<file path="config.mk">
export PLATFORM = sky130hd
export DESIGN_NAME = led_scan_controller
export DESIGN_NICKNAME = d
export VERILOG_FILES = /design/src/rtl/led_scan_pkg.sv /design/src/rtl/led_scan_controller_dwell_timer.sv /design/src/rtl/led_scan_controller.sv
export SDC_FILE = /design/constraint.sdc
export NUM_CORES = 1
export LEC_CHECK = 0
export ABC_CLOCK_PERIOD_IN_PS = 2700
export CAP_MARGIN = 20
export CORE_ASPECT_RATIO = 0.8
export CORE_MARGIN = 10
export CORE_UTILIZATION = 51
export CTS_BUF_LIST = sky130_fd_sc_hd__clkbuf_4
export DETAILED_ROUTE_END_ITERATION = 10
export MAX_ROUTING_LAYER = met4
export PLACE_DENSITY = 0.9
export SYNTH_ARGS = -nofsm -noshare
export SYNTH_HDL_FRONTEND = slang
export SYNTH_SLANG_ARGS = --single-unit
export TNS_END_PERCENT = 50
</file>
<file path="constraint.sdc">
create_clock -name clk -period 2.7 [get_ports clk]
set_clock_uncertainty 0.2 [all_clocks]
set_input_delay 0.81 -clock clk [delete_from_list [all_inputs] [get_ports clk]]
set_output_delay 0.81 -clock clk [all_outputs]
set_load 0.005 [all_outputs]
</file>
<file path="src/rtl/led_scan_pkg.sv">
// Shared types and defaults for the LED column-scan controller.
package led_scan_pkg;

  typedef enum logic [1:0] {
    S_IDLE  = 2'd0,
    S_BLANK = 2'd1,
    S_DRIVE = 2'd2
  } scan_state_t;

  localparam int DEF_N            = 8;
  localparam int DEF_DWELL_CYCLES = 1000;
  localparam int DEF_BLANK_CYCLES = 16;

  function automatic int max_int(input int a, input int b);
    return (a > b) ? a : b;
  endfunction

endpackage

</file>
<file path="src/rtl/led_scan_controller_dwell_timer.sv">
// Up-counter that measures clocks spent in the current scan state; done marks
// the final clock (count == limit-1) of the interval.
module dwell_timer #(
  parameter int TW = 4
) (
  input  logic          clk,
  input  logic          rst,
  input  logic          clr,
  input  logic [TW-1:0] limit,
  output logic [TW-1:0] count,
  output logic          done
);

  logic [TW-1:0] r_count;

  // clr restarts the count for the clock that follows.
  always_ff @(posedge clk or negedge rst) begin
    if (!rst) begin
      r_count <= {TW{1'b0}};
    end else if (clr) begin
      r_count <= {TW{1'b0}};
    end else begin
      r_count <= r_count + TW'(1);
    end
  end

  assign count = r_count;
  assign done  = (r_count == (limit - TW'(1)));

endmodule

</file>
<file path="src/rtl/led_scan_controller.sv">
// Column-scan sequencer with a double-buffered frame store feeding the LED
// matrix driver; new grids are swapped in only at frame boundaries or while idle.
module led_scan_controller
  import led_scan_pkg::*;
#(
  parameter int N            = DEF_N,
  parameter int DWELL_CYCLES = DEF_DWELL_CYCLES,
  parameter int BLANK_CYCLES = DEF_BLANK_CYCLES
) (
  input  logic                 clk,
  input  logic                 rst,
  input  logic                 scan_en,
  input  logic [N*N-1:0]       cells_in,
  input  logic                 cells_valid,
  output logic                 cells_ready,
  output logic                 ena,
  output logic [$clog2(N):0]   x,
  output logic [N*N-1:0]       cells,
  output logic                 frame_done
);

  localparam int            TW       = $clog2(max_int(DWELL_CYCLES, BLANK_CYCLES) + 1);
  localparam int            XW       = $clog2(N) + 1;
  localparam logic [TW-1:0] DWELL_L  = TW'(DWELL_CYCLES);
  localparam logic [TW-1:0] BLANK_L  = TW'(BLANK_CYCLES);
  localparam logic [XW-1:0] X_LAST   = XW'(N - 1);
  localparam bit            BLANK_EN = (BLANK_CYCLES > 0);

  scan_state_t    r_state, w_state_next;
  logic [XW-1:0]  r_x, w_x_next;
  logic           r_ena, r_frame_done, w_fd_next;
  logic           w_clr, w_done;
  logic [TW-1:0]  w_limit, w_count, w_count_next;
  logic [N*N-1:0] r_pending, r_display;
  logic           r_pending_full, r_cells_ready;
  logic           w_accept, w_swap;

  dwell_timer #(.TW(TW)) u_timer (
    .clk   (clk),
    .rst   (rst),
    .clr   (w_clr),
    .limit (w_limit),
    .count (w_count),
    .done  (w_done)
  );

  assign w_limit = (r_state == S_BLANK) ? BLANK_L : DWELL_L;

  // Next state, next column and timer restart; frame_done is predicted one
  // clock early so the registered pulse lands on the last drive clock.
  always_comb begin
    w_state_next = r_state;
    w_x_next     = r_x;
    w_clr        = 1'b0;
    if (!scan_en) begin
      w_state_next = S_IDLE;
      w_x_next     = {XW{1'b0}};
      w_clr        = 1'b1;
    end else begin
      case (r_state)
        S_IDLE: begin
          w_state_next = BLANK_EN ? S_BLANK : S_DRIVE;
          w_x_next     = {XW{1'b0}};
          w_clr        = 1'b1;
        end
        S_BLANK: begin
          if (w_done) begin
            w_state_next = S_DRIVE;
            w_clr        = 1'b1;
          end else begin
            w_state_next = S_BLANK;
          end
        end
        S_DRIVE: begin
          if (w_done) begin
            w_state_next = BLANK_EN ? S_BLANK : S_DRIVE;
            w_x_next     = (r_x == X_LAST) ? {XW{1'b0}} : (r_x + XW'(1));
            w_clr        = 1'b1;
          end else begin
            w_state_next = S_DRIVE;
          end
        end
        default: begin
          w_state_next = S_IDLE;
          w_x_next     = {XW{1'b0}};
          w_clr        = 1'b1;
        end
      endcase
    end
    w_count_next = w_clr ? {TW{1'b0}} : (w_count + TW'(1));
    w_fd_next    = (w_state_next == S_DRIVE) && (w_x_next == X_LAST) &&
                   (w_count_next == (DWELL_L - TW'(1)));
  end

  // Scan registers; ena tracks the state being entered so it is registered.
  always_ff @(posedge clk or negedge rst) begin
    if (!rst) begin
      r_state      <= S_IDLE;
      r_x          <= {XW{1'b0}};
      r_ena        <= 1'b0;
      r_frame_done <= 1'b0;
    end else begin
      r_state      <= w_state_next;
      r_x          <= w_x_next;
      r_ena        <= (w_state_next == S_DRIVE);
      r_frame_done <= w_fd_next;
    end
  end

  assign w_accept = cells_valid & r_cells_ready;
  assign w_swap   = r_pending_full & (r_frame_done | (r_state == S_IDLE));

  // Frame store; accept and swap are mutually exclusive since ready is low while full.
  always_ff @(posedge clk or negedge rst) begin
    if (!rst) begin
      r_pending      <= {(N*N){1'b0}};
      r_display      <= {(N*N){1'b0}};
      r_pending_full <= 1'b0;
      r_cells_ready  <= 1'b1;
    end else if (w_accept) begin
      r_pending      <= cells_in;
      r_pending_full <= 1'b1;
      r_cells_ready  <= 1'b0;
    end else if (w_swap) begin
      r_display      <= r_pending;
      r_pending_full <= 1'b0;
      r_cells_ready  <= 1'b1;
    end else begin
      r_pending_full <= r_pending_full;
      r_cells_ready  <= r_cells_ready;
    end
  end

  assign ena         = r_ena;
  assign x           = r_x;
  assign cells       = r_display;
  assign cells_ready = r_cells_ready;
  assign frame_done  = r_frame_done;

endmodule

</file>
==> metrics.txt <==
total of max-cap violations=0; Core Region=11020 µm²; vias per cell=5.268; cts bufs inserted=17; register area share after synthesis=63.40%; worst reg2reg path endpoint=frame_done; Synth Net Count=466; gr ovfl total=0; CTS tree=yes; post-synthesis sequential element count=148; post-CTS sizing=0; pre-CTS setup slack=0.1325 ns; EDFF count, synth=0; Reg2Reg Launch Point=r_state[1]; chip width=139.7 µm; status=complete, no violations; Port-buffer cells=138; HPWL after DPL=9374 µm; most frequent cell after synthesis=dfrtp_1; vias in the first global route=3969; crit start category=register; TNS Setup=0 ns; largest net degree at the start of global routing=66; Clk pin slew, worst setup/hold paths=0.13 ns; crit path DAT=1.61 ns; Worst-Skew Late Latency=0.52 ns; Pre-antenna DRT Iters=6; layout cell share with drive strength beyond 1=31.70%; crit path max fanout=3; area leader, netlist=dfrtp_1; Final ANT Viol Nets=0; CTS Root Cell=clkbuf_4; Power Dens Cells=975.4 nW/µm²; htree depth=4; Worst VDD drop=0.7419 mV; final hold violation count=0; Buf/Inv on CP=1; WHS Path Cells=1; clock tree buffer depth=2; Pwr Total=7.631 mW; Util after Layout=71.01%; Async S/R FF share, synth=100.0%; CTS sink count=148; Final setup violation count=0; synth cell count leaders=147 x dfrtp_1, 128 x mux2_2, 18 x clkbuf_1; routed via count=3672; Reg2Reg Depth=7; max-slew violations=0; Hold Crit Start=r_pending[52]; WHS Endpoint=cells[52]; Critical Path RT=1.69 ns; Routability Congestion=0.9068; mean post-synth cell area=14.87 µm²; Total Routing Usage GR=16.59%; post-synthesis instance total=393; Placed Area=7451 µm²; Syn-to-layout area delta=33.90%; Leak=3.324 nW; Multi-input gate area=2049 µm²; FP Rows=34; Unique masters post-synth=40; Starting Density=53.03%; final worst setup slack=0.08370 ns; DR iter-0 viols=211; fillers=708; slew of the pin with the lowest slew margin=0.4878 ns; share of the synthesized area in the top cell type=62.96%; RSZ-0062 raised after global routing=no; Nets=612; first-pass GRT wire length=20870 µm; Worst R2R Setup Slack=0.24 ns; WL final=13000 µm; slew margin rel.=67.48%; Finished Cell Area=7824 µm²; kind of critical path=register to primary output; crit path cell chain=clkdlybuf4s50_1; post-route insts no fill=697; Placed Instances=663; slowest cell delay on critical path=0.57 ns; hold crit path type=register to register; die area=16160 µm²; top_reg_cell synth=dfrtp_1; ranking of synthesized cells by area=dfrtp_1 63%, mux2_2 25%, clkbuf_1 1.2%; # DRC=0; I/O Pins=139; crit path capture type=primary output; Period minus WS final=2.616 ns; die height=115.7 µm; Ys Warns=0; fin crit share=96.90%; Crit path max-delay family=flip-flops; post-synthesis cell area=5843 µm²; Fmax achieved=382.2 MHz; critical path's slowest cell=dfstp_2; worst hold slack=0.3019 ns; Seq. cell area=3705 µm²; antenna violations before repair=0; DR WL/cell=18.65 µm
-- logic make-up after synthesis --
group | Yosys count | synth area share, %
xor gates and xnor gates | 8 | 1.199
adders and majority gates | 5 | 1.071
muxes | 130 | 25.01
DFF | 148 | 63.40
AOI/OAI and AO/OA | 17 | 2.441
buffers and inverters | 24 | 1.563
and+or+nand+nor | 61 | 5.311
-- area by class of cell --
class	instances	share of cell area [%]
timing repair buffer	146	19.27
tap	144	2.303
clock buffer	18	1.727
antenna	1	0.03198
inverter	5	0.2399
clock inverter	14	2.879
sequential	148	47.35
multi-input combinational	221	26.20
-- cells in the final DEF (no fill, tap or decap), drive strengths merged, types with 2 or more instances in the layout --
master and n:
a21oi 2, and3 3, buf 8, bufinv 5, clkbuf 18, clkdlybuf4s50 137
clkinv 3, clkinvlp 3, dfrtp 147, ha 5, inv 8, mux2 128
mux2i 2, nand2 18, nand3 7, nand3b 3, nand4 2, nor2 14
nor3 4, nor4 2, o21a 2, o21ai 3, o22ai 3, xnor2 4
xor2 4
-- state kept, by name, indices dropped and copies added (netlist names) --
name and flops:
cells 64, cells_ready 1, ena 1, frame_done 1, r_pending 64, r_pending_full 1, r_state 2, u_timer.count 10
x 4
-- repair_timing --
item | in CTS | in global routing
hold endpoints to repair | 16 | 0
hold buffers | 1 | 0
setup buffers | 0 | 0
setup endpoints to repair | 0 | 0
-- per-layer routing --
metal | track usage (%) | wire length (µm) | vias to the layer above
li1 | - | - | 1694
met1 | 19.37 | 5468 | 1849
met2 | 27.28 | 6659 | 119
met3 | 5.029 | 761 | 10
met4 | 5.220 | 106 | 0
met5 | - | 0 | -
-- how the worst max path moves through the flow --
stage,start,to,slack [ns],depth (start not counted)
CTS,cells_ready,cells_ready,0.03,1
global route,cells_ready,cells_ready,0.008,1
floorplan,cells_valid,cells[14],0.39,5
global placement,cells_valid,cells[40],0.17,5
detailed placement,cells_valid,cells[45],0.13,5
finish,cells_ready,cells_ready,0.08,1
-- power by group --
part,internal (mW),switching (mW)
combinational,1.65,0.699
clock,0.851,0.801
sequential,3.14,0.491
Power figures use the tool's default switching activity.
